===== src/rtl/vinho_pkg.sv =====
// Shared types and default timing for the wine-line stages.
// Provides the corking FSM state enum, default timers and counter width.
package vinho_pkg;

  localparam int CNT_W        = 8;
  localparam int T_ASSENTA    = 4;
  localparam int T_VEDACAO    = 8;
  localparam int T_LIBERA_MAX = 16;
  localparam int TMR_W        = 8;

  typedef enum logic [2:0] {
    IDLE       = 3'd0,
    TRANSPORTE = 3'd1,
    POSICIONA  = 3'd2,
    SEM_ROLHA  = 3'd3,
    VEDANDO    = 3'd4,
    LIBERA     = 3'd5,
    ERRO       = 3'd6
  } estado_t;

endpackage


===== src/rtl/sincronizador.sv =====
// Two-flop synchronizer for asynchronous sensor inputs.
// Ports: clk, reset (async active-low), d (async in), q (synchronized out).
module sincronizador (
  input  logic clk,
  input  logic reset,
  input  logic d,
  output logic q
);

  logic s1;

  always_ff @(posedge clk or negedge reset) begin
    if (!reset) begin
      s1 <= 1'b0;
      q  <= 1'b0;
    end else begin
      s1 <= d;
      q  <= s1;
    end
  end

endmodule


===== src/rtl/controle_vedacao.sv =====
// Corking-station sequencer: stop belt, check fill/cork, press, release.
// Ports: line/sensor/cork inputs; motor, press, dec, reject, fault, counts.
module controle_vedacao
  import vinho_pkg::*;
#(
  parameter int T_ASSENTA    = vinho_pkg::T_ASSENTA,
  parameter int T_VEDACAO    = vinho_pkg::T_VEDACAO,
  parameter int T_LIBERA_MAX = vinho_pkg::T_LIBERA_MAX,
  parameter int CNT_W        = vinho_pkg::CNT_W
) (
  input  logic             clk,
  input  logic             reset,
  input  logic             ligar,
  input  logic             sensor_garrafa,
  input  logic             garrafa_cheia,
  input  logic             rolha_disponivel,
  input  logic             LED_Alarme,
  input  logic             limpa_erro,
  output logic             motor_esteira,
  output logic             atuador_vedacao,
  output logic             dec,
  output logic             rejeita,
  output logic             aguardando_rolha,
  output logic             erro,
  output logic [CNT_W-1:0] garrafas_vedadas,
  output logic [CNT_W-1:0] garrafas_rejeitadas
);

  estado_t          state, nxt;
  logic [TMR_W-1:0] tmr, tmr_nxt;
  logic             sens_s;
  logic             rej_nxt;
  logic             motor_d, atua_d, dec_d, aguarda_d, erro_d;

  sincronizador u_sync (
    .clk   (clk),
    .reset (reset),
    .d     (sensor_garrafa),
    .q     (sens_s)
  );

  always_ff @(posedge clk or negedge reset) begin
    if (!reset) begin
      state <= IDLE;
      tmr   <= '0;
    end else begin
      state <= nxt;
      tmr   <= tmr_nxt;
    end
  end

  always_comb begin
    nxt     = state;
    tmr_nxt = '0;
    rej_nxt = 1'b0;
    unique case (state)
      IDLE: begin
        if (ligar) nxt = TRANSPORTE;
      end
      TRANSPORTE: begin
        if (!ligar)      nxt = IDLE;
        else if (sens_s) nxt = POSICIONA;
      end
      POSICIONA: begin
        if (!sens_s) begin
          nxt = TRANSPORTE;
        end else if (tmr == TMR_W'(T_ASSENTA - 1)) begin
          if (!garrafa_cheia) begin
            nxt     = LIBERA;
            rej_nxt = 1'b1;
          end else if (!rolha_disponivel) begin
            nxt = SEM_ROLHA;
          end else begin
            nxt = VEDANDO;
          end
        end else begin
          tmr_nxt = tmr + 1'b1;
        end
      end
      SEM_ROLHA: begin
        if (rolha_disponivel) nxt = VEDANDO;
        else if (LED_Alarme)  nxt = ERRO;
      end
      VEDANDO: begin
        if (tmr == TMR_W'(T_VEDACAO - 1)) nxt = LIBERA;
        else tmr_nxt = tmr + 1'b1;
      end
      LIBERA: begin
        if (!sens_s) begin
          nxt = ligar ? TRANSPORTE : IDLE;
        end else if (tmr == TMR_W'(T_LIBERA_MAX - 1)) begin
          nxt = ERRO;
        end else begin
          tmr_nxt = tmr + 1'b1;
        end
      end
      ERRO: begin
        if (limpa_erro && !sens_s) nxt = IDLE;
      end
      default: nxt = ERRO;
    endcase
  end

  // Outputs are decoded from the upcoming state and registered, so each
  // output is aligned with the cycle spent in that state; dec lands on
  // the final press cycle.
  always_comb begin
    motor_d   = (nxt == TRANSPORTE) || (nxt == LIBERA);
    atua_d    = (nxt == VEDANDO);
    aguarda_d = (nxt == SEM_ROLHA);
    erro_d    = (nxt == ERRO);
    dec_d     = (nxt == VEDANDO) &&
                (tmr_nxt == TMR_W'(T_VEDACAO - 1));
  end

  always_ff @(posedge clk or negedge reset) begin
    if (!reset) begin
      motor_esteira       <= 1'b0;
      atuador_vedacao     <= 1'b0;
      dec                 <= 1'b0;
      rejeita             <= 1'b0;
      aguardando_rolha    <= 1'b0;
      erro                <= 1'b0;
      garrafas_vedadas    <= '0;
      garrafas_rejeitadas <= '0;
    end else begin
      motor_esteira    <= motor_d;
      atuador_vedacao  <= atua_d;
      dec              <= dec_d;
      rejeita          <= rej_nxt;
      aguardando_rolha <= aguarda_d;
      erro             <= erro_d;
      if (dec_d && !(&garrafas_vedadas))
        garrafas_vedadas <= garrafas_vedadas + 1'b1;
      if (rej_nxt && !(&garrafas_rejeitadas))
        garrafas_rejeitadas <= garrafas_rejeitadas + 1'b1;
    end
  end

endmodule

===== config.mk =====
export PLATFORM = sky130hd
export DESIGN_NAME = controle_vedacao
export DESIGN_NICKNAME = d
export VERILOG_FILES = /design/src/rtl/vinho_pkg.sv /design/src/rtl/sincronizador.sv /design/src/rtl/controle_vedacao.sv
export SDC_FILE = /design/constraint.sdc
export NUM_CORES = 1
export LEC_CHECK = 0
export ABC_AREA = 0
export BUFFER_PORTS_ARGS = -buffer_cell sky130_fd_sc_hd__buf_4
export CAP_MARGIN = 20
export CORE_MARGIN = 10
export CORE_UTILIZATION = 50
export CTS_BUF_LIST = sky130_fd_sc_hd__clkbuf_4 sky130_fd_sc_hd__clkbuf_8 sky130_fd_sc_hd__clkbuf_16
export CTS_CLUSTER_SIZE = 40
export DETAILED_ROUTE_END_ITERATION = 8
export HOLD_SLACK_MARGIN = 0.1
export PLACE_DENSITY = 0.82
export SYNTH_ARGS = -nofsm -noshare
export SYNTH_HDL_FRONTEND = slang
export SYNTH_SLANG_ARGS = --single-unit
export TNS_END_PERCENT = 20

===== constraint.sdc =====
create_clock -name clk -period 2.4 [get_ports clk]
set_input_delay 0.48 -clock clk [delete_from_list [all_inputs] [get_ports clk]]
set_output_delay 0.48 -clock clk [all_outputs]
set_load 0.01 [all_outputs]

Word level (Yosys, flattened, before mapping)
Index checks and enable logic that the tools add are counted.
W data, S select, Z words.
Word-level totals
  register bits: 35
  input port bits: 8
  output and inout bits: 22
  logic and storage cells: 66
Cells by class
  $add $sub $neg: 3
  equal/unequal tests: 15
  muxes and demuxes: 25
  reduce and logical (&&, ||, !) cells: 11
Operators by type and width (number)
  $mux W8: 5
  $mux W3: 13
  $add A8 B1 Y8 const B: 3
  $pmux W8 S3: 1
  $pmux W3 S7: 1
  $eq A3 B3 Y1 const B: 6
  $eq A8 B3 Y1 const B: 2
  $reduce_and A8 Y1: 2
  $eq A3 B2 Y1 const B: 3
  $eq A8 B2 Y1 const B: 1
  $eq A8 B4 Y1 const B: 1
  $eq A3 B1 Y1 const B: 2
  $mux W1: 5
  $logic_and A1 B1 Y1: 4
  $logic_not A1 Y1: 3
  $logic_not A3 Y1: 1
  $logic_or A1 B1 Y1: 1

Longest topological paths before layout
  word-level depth: 8
  gate-level depth with buffers: 7
  gate-level depth less buffers: 7

Modules after synthesis
From an unflattened synthesis, not the netlist that was laid out.
Second synthesis, totals
  cell total of the unflattened synthesis: 175
  area, all modules: 1784.2 µm²
Modules (own cells, without submodules)
  controle_vedacao: instances 1, cells an instance 173, area an instance 1734.2 µm², sequential area each 825.8 µm²
  sincronizador: instances 1, cells an instance 2, area an instance 50.0 µm², sequential area each 50.0 µm²

Least setup slack after synthesis
OpenSTA, ideal clock, no wires.
  path kind: register to register
  start: register tmr[0]
  end: register garrafas_vedadas[7]
  setup time: 125 ps
  arrival: 2490 ps
  data required time: 2275 ps
  setup slack: -215 ps
  stages on the path, launching flop included: 8
  buffers on the path: 0
  period minus slack after synthesis: 2615 ps
  cells stage by stage: dfrtp_1 > ha_1 > nor4b_4 > a41oi_1 > or3_1 > or3b_4 > nor3_2 > mux2_2
On the way
  cells in the longest elaborated chain, start to end: 7
  elaborated cells on any way between the ends: 20
  classes of those cells: 1 x add/sub; 5 x eq/ne; 12 x mux; 2 x reduce/logical
Ends and longest elaborated chain
  start, declared: line controle_vedacao.sv:30  | logic [TMR_W-1:0] tmr, tmr_nxt;
  start signal, assigned: line controle_vedacao.sv:48  | tmr <= tmr_nxt;
  $add A8 B1 Y8 (tied with other cells): line controle_vedacao.sv:77, controle_vedacao.sv:86, controle_vedacao.sv:94
  $mux W8 (tied with other cells): line controle_vedacao.sv:91  | end else if (tmr == TMR_W'(T_LIBERA_MAX - 1)) begin
  $mux W8 (tied with other cells): line controle_vedacao.sv:89  | if (!sens_s) begin
  $pmux W8 S3 / $pmux W3 S7 (equally long branches): line controle_vedacao.sv:56  | unique case (state)
  $eq A8 B3 Y1 / $eq A3 B3 Y1 (equally long branches): line controle_vedacao.sv:113, controle_vedacao.sv:112
  $logic_and A1 B1 Y1 (*): line controle_vedacao.sv:112  | dec_d = (nxt == VEDANDO) &&
  $logic_and A1 B1 Y1 (*): line controle_vedacao.sv:133  | if (dec_d && !(&garrafas_vedadas))
  end signal, assigned: line controle_vedacao.sv:134  | garrafas_vedadas <= garrafas_vedadas + 1'b1;
  end, declared: line controle_vedacao.sv:25  | output logic [CNT_W-1:0] garrafas_vedadas,
Mark *: on every way between the ends. The rest lies on a longest branch, timed or not.
A chain may end at the register's enable or synchronous reset.

Worst setup path after layout
  start: register tmr[1]
  end: register garrafas_vedadas[1]
On the way
  cells in the longest elaborated chain, start to end: 7
  elaborated cells on any way between the ends: 20
  classes of those cells: 1 x add/sub; 5 x eq/ne; 12 x mux; 2 x reduce/logical
Ends and longest elaborated chain
  $eq A8 B4 Y1 / $eq A8 B2 Y1 (equally long branches): line controle_vedacao.sv:91, controle_vedacao.sv:67
  $mux W3 (on tied branches): line controle_vedacao.sv:91, controle_vedacao.sv:67
  $mux W3 (on tied branches): line controle_vedacao.sv:89, controle_vedacao.sv:65
  $pmux W3 S7 (*): line controle_vedacao.sv:56
  net nxt[2]: line controle_vedacao.sv:29  | estado_t state, nxt;
  $eq A3 B3 Y1 (*): line controle_vedacao.sv:112
  $logic_and A1 B1 Y1 (*): line controle_vedacao.sv:112
  $logic_and A1 B1 Y1 (*): line controle_vedacao.sv:133
Mark *: on every way through the listed nets, which the timed path passes. The rest lies on a longest branch.

==> impl_metrics.yaml <==
run_status:
  status: "finished with violations"
  violations: "setup timing"
final_layout:
  antennaDiodeCount: 0
  drive_gt1_share_pct: 31.1
  final_cell_mix: "48 x buf_4, 35 x dfrtp_1, 18 x nor2_1"
  fin_area_sq_um: 2340
  mostFrequentLayoutCell: "buf_4"
  layout-area-overhead-vs-synth_pct: 28.2
  final_cells: 268
  nNetsFinal: 234
  fin_util_pct: 68.1
sta:
  slew_viol_final: 0
  period_share_pct: 102
  setup_viol: 5
  worst_slack_ps: -46.7
  fin_setup_tns_ps: -145
  period_minus_slack_ps: 2450
  whs_ps: 132
  hold_viol_final: 0
  fmax_mhz: 409
  grt_setup_unrepaired: "yes"
  skew_ps: 3.76
  relSlewSlack_pct: 60.1
  worst_pin_slew_ps: 590
setup_path:
  crit_start: "tmr[1]"
  startpoint_type: "register"
  cp_slowest_cell: "dfrtp_1"
  critical_path_class: "reg2reg"
  r2r-start: "tmr[1]"
  crit_path_end_kind: "register"
  crit_required_ps: 2570
  critical-path-max-stage-delay_ps: 390
  cp_top_family: "simple AND/OR/NAND/NOR gates"
  cp_max_fo: 6
  crit_buf_inv: 1
  path_cells: "ha_4 > nor4b_4 > o2111ai_1 > o211ai_1 > buf_4 > and4bb_2 > nand3_1 > mux2_2"
  cp.arrival_ps: 2620
placement:
  pre_cts_slack_ps: -67.0
  placed_cells: 258
  postPlaceCellArea_sq_um: 2220
  dp_hpwl_mm: 3.22
  gp_congestion: 0.896
  io_buffers: 29
floorplanning:
  start_util_pct: 53.1
  core_area_sq_um: 3440
  die_area_sq_um: 6480
  core.rowCount: 21
  die_h_um: 80.5
  io_pins: 30
  die_w_um: 80.5
power_and_ir_drop:
  p_seq_share_pct: 39.3
  sw_frac_of_total_pct: 37.0
  leakage_nw: 1.16
  internal-power_mw: 1.32
  power_mw: 2.09
  p_switching_mw: 0.772
  p_per_area_nw_per_um2: 890
  combPwrFrac_pct: 41.7
  peakVddDrop_mv: 0.643
  clkPwrFrac_pct: 19.0
routing:
  routed_wirelength_mm: 4.53
  vias: 1572
  drtIter0Drc: 130
  wl_per_cell_um: 16.9
  dr.pass1.iters: 4
  postRouteAntennaNets: 0
  drc: 0
  via_per_inst: 5.87
clock_tree:
  cts.path.max_buffers: 2
  cts_buffers: 5
  h-tree-depth: 2
  path_clk_slew_ps: 60
  cts.sinks: 35
  insertion_delay_ps: 290
  cts_root_buf: "clkbuf_8"
  cts_hold_buf: 0
  cts_tree: "yes"
logic_synthesis:
  synth_area_leader_cell: "dfrtp_1"
  syn_nets: 185
  synthTopCellsByArea: "dfrtp_1 48%, xor2_1 4.3%, xnor2_1 3.8%, nor2_1 3.7%, and3_1 3.4%"
  synth_top_area_share_pct: 47.9
  yosysWarnings: 0
  synthFlopType: "dfrtp_1"
  ys_seq_area_share_pct: 47.9
  synth_area_sq_um: 1830
  ys_ff_latch: 35
  ys_types: 42
  synth_edf_count: 0
  synth_area_per_cell_sq_um: 10.5
  synth-async-reset-ratio_pct: 100
  syn_inst: 174
global_routing:
  grt_first_pass_wirelength_mm: 7.31
  grt_pass1_vias: 1581
  grt-ovfl-total: 0
  grt_max_degree: 36
  antenna_found_initial: 0
  grtUsageTotal_pct: 14.1
hold_path:
  hp-class: "in2async"
run:
  cap_violations: 0
-- cells in the mapped netlist (all sizes together), types with 5 or more instances --
library cell   n
nor2          18
dfrtp         35
nand4          9
nand2          5
xnor2          8
xor2           9
nand3          9
clkbuf         6
and3          10
a31oi          6
inv            6
-- path summary, 6_finish.rpt --
check	endpoint	slack (ps)	cells after the start
setup / recovery	garrafas_vedadas[1]	-50	8
hold / removal	garrafas_rejeitadas[4]	130	1
setup reg to reg	garrafas_vedadas[1]	-50	8
hold reg to reg	u_sync.q	360	0
max in group asynchronous	state[2]	1950	1
min in group clk	u_sync.s1	300	1
-- cell type report --
| cell class | count | area (sq um) |
|---|---|---|
| clock buffers | 6 | 76.3 |
| multi-input cells | 127 | 952 |
| repair buffers | 48 | 360 |
| flip-flops and latches | 35 | 876 |
| inverters | 6 | 22.5 |
| fillers | 268 | 1100 |
| well taps | 46 | 57.6 |
-- flip-flops by register name, indices dropped and copies added (netlist names), 3 cells and up --
name                 flops
garrafas_vedadas         8
garrafas_rejeitadas      8
tmr                      8
state                    3
-- worst register-to-register path: stages, from the launching register on --
cell	delay, ps
dfrtp_1	390
ha_4	150
nor4b_4	300
o2111ai_1	240
o211ai_1	340
buf_4	180
and4bb_2	300
nand3_1	130
mux2_2	300
-- what timing repair did --
action	4_1_cts	5_1_grt
pin swaps	1	3
gates resized for setup	1	2
buffers inserted	0	4
endpoints found under the setup margin	4	6
gates cloned	0	0
hold endpoints to repair	0	0
-- metal layers --
layer | GRT usage, % | share of wire [%] | vias to the layer above | wire length, um
met1 | 15.5 | 42 | 783 | 1890
met3 | 5.12 | 5.6 | 15 | 255
met4 | 7.04 | 2.8 | 0 | 127
met5 | 0 | 0 | - | 0
met2 | 23.4 | 50 | 40 | 2260
li1 | - | - | 734 | -
-- power groups by stage --
stage	Sequential, mW	Clock, mW	Combinational [mW]
2_1_floorplan	0.775	0	0.515
3_3_place_gp	0.816	0	0.758
3_5_place_dp	0.827	0	0.786
4_1_cts	0.820	0.406	0.809
5_1_grt	0.837	0.431	0.944
6_report	0.821	0.397	0.870
-- cell families (layout without fill, tap and decap cells) --
| group | after synthesis | count (layout) | synth area share (%) |
|---|---|---|---|
| AO/OA/AOI/OAI | 20 | 20 | 7.73 |
| XOR/XNOR | 17 | 17 | 8.14 |
| adder cells (fa/ha/maj) | 3 | 3 | 2.05 |
| buffers and inverters | 12 | 60 | 2.46 |
| flip-flops | 35 | 35 | 47.9 |
| multiplexers | 4 | 4 | 2.46 |
| AND/OR/NAND/NOR | 83 | 83 | 29.3 |
Power figures use the tool's default switching activity.
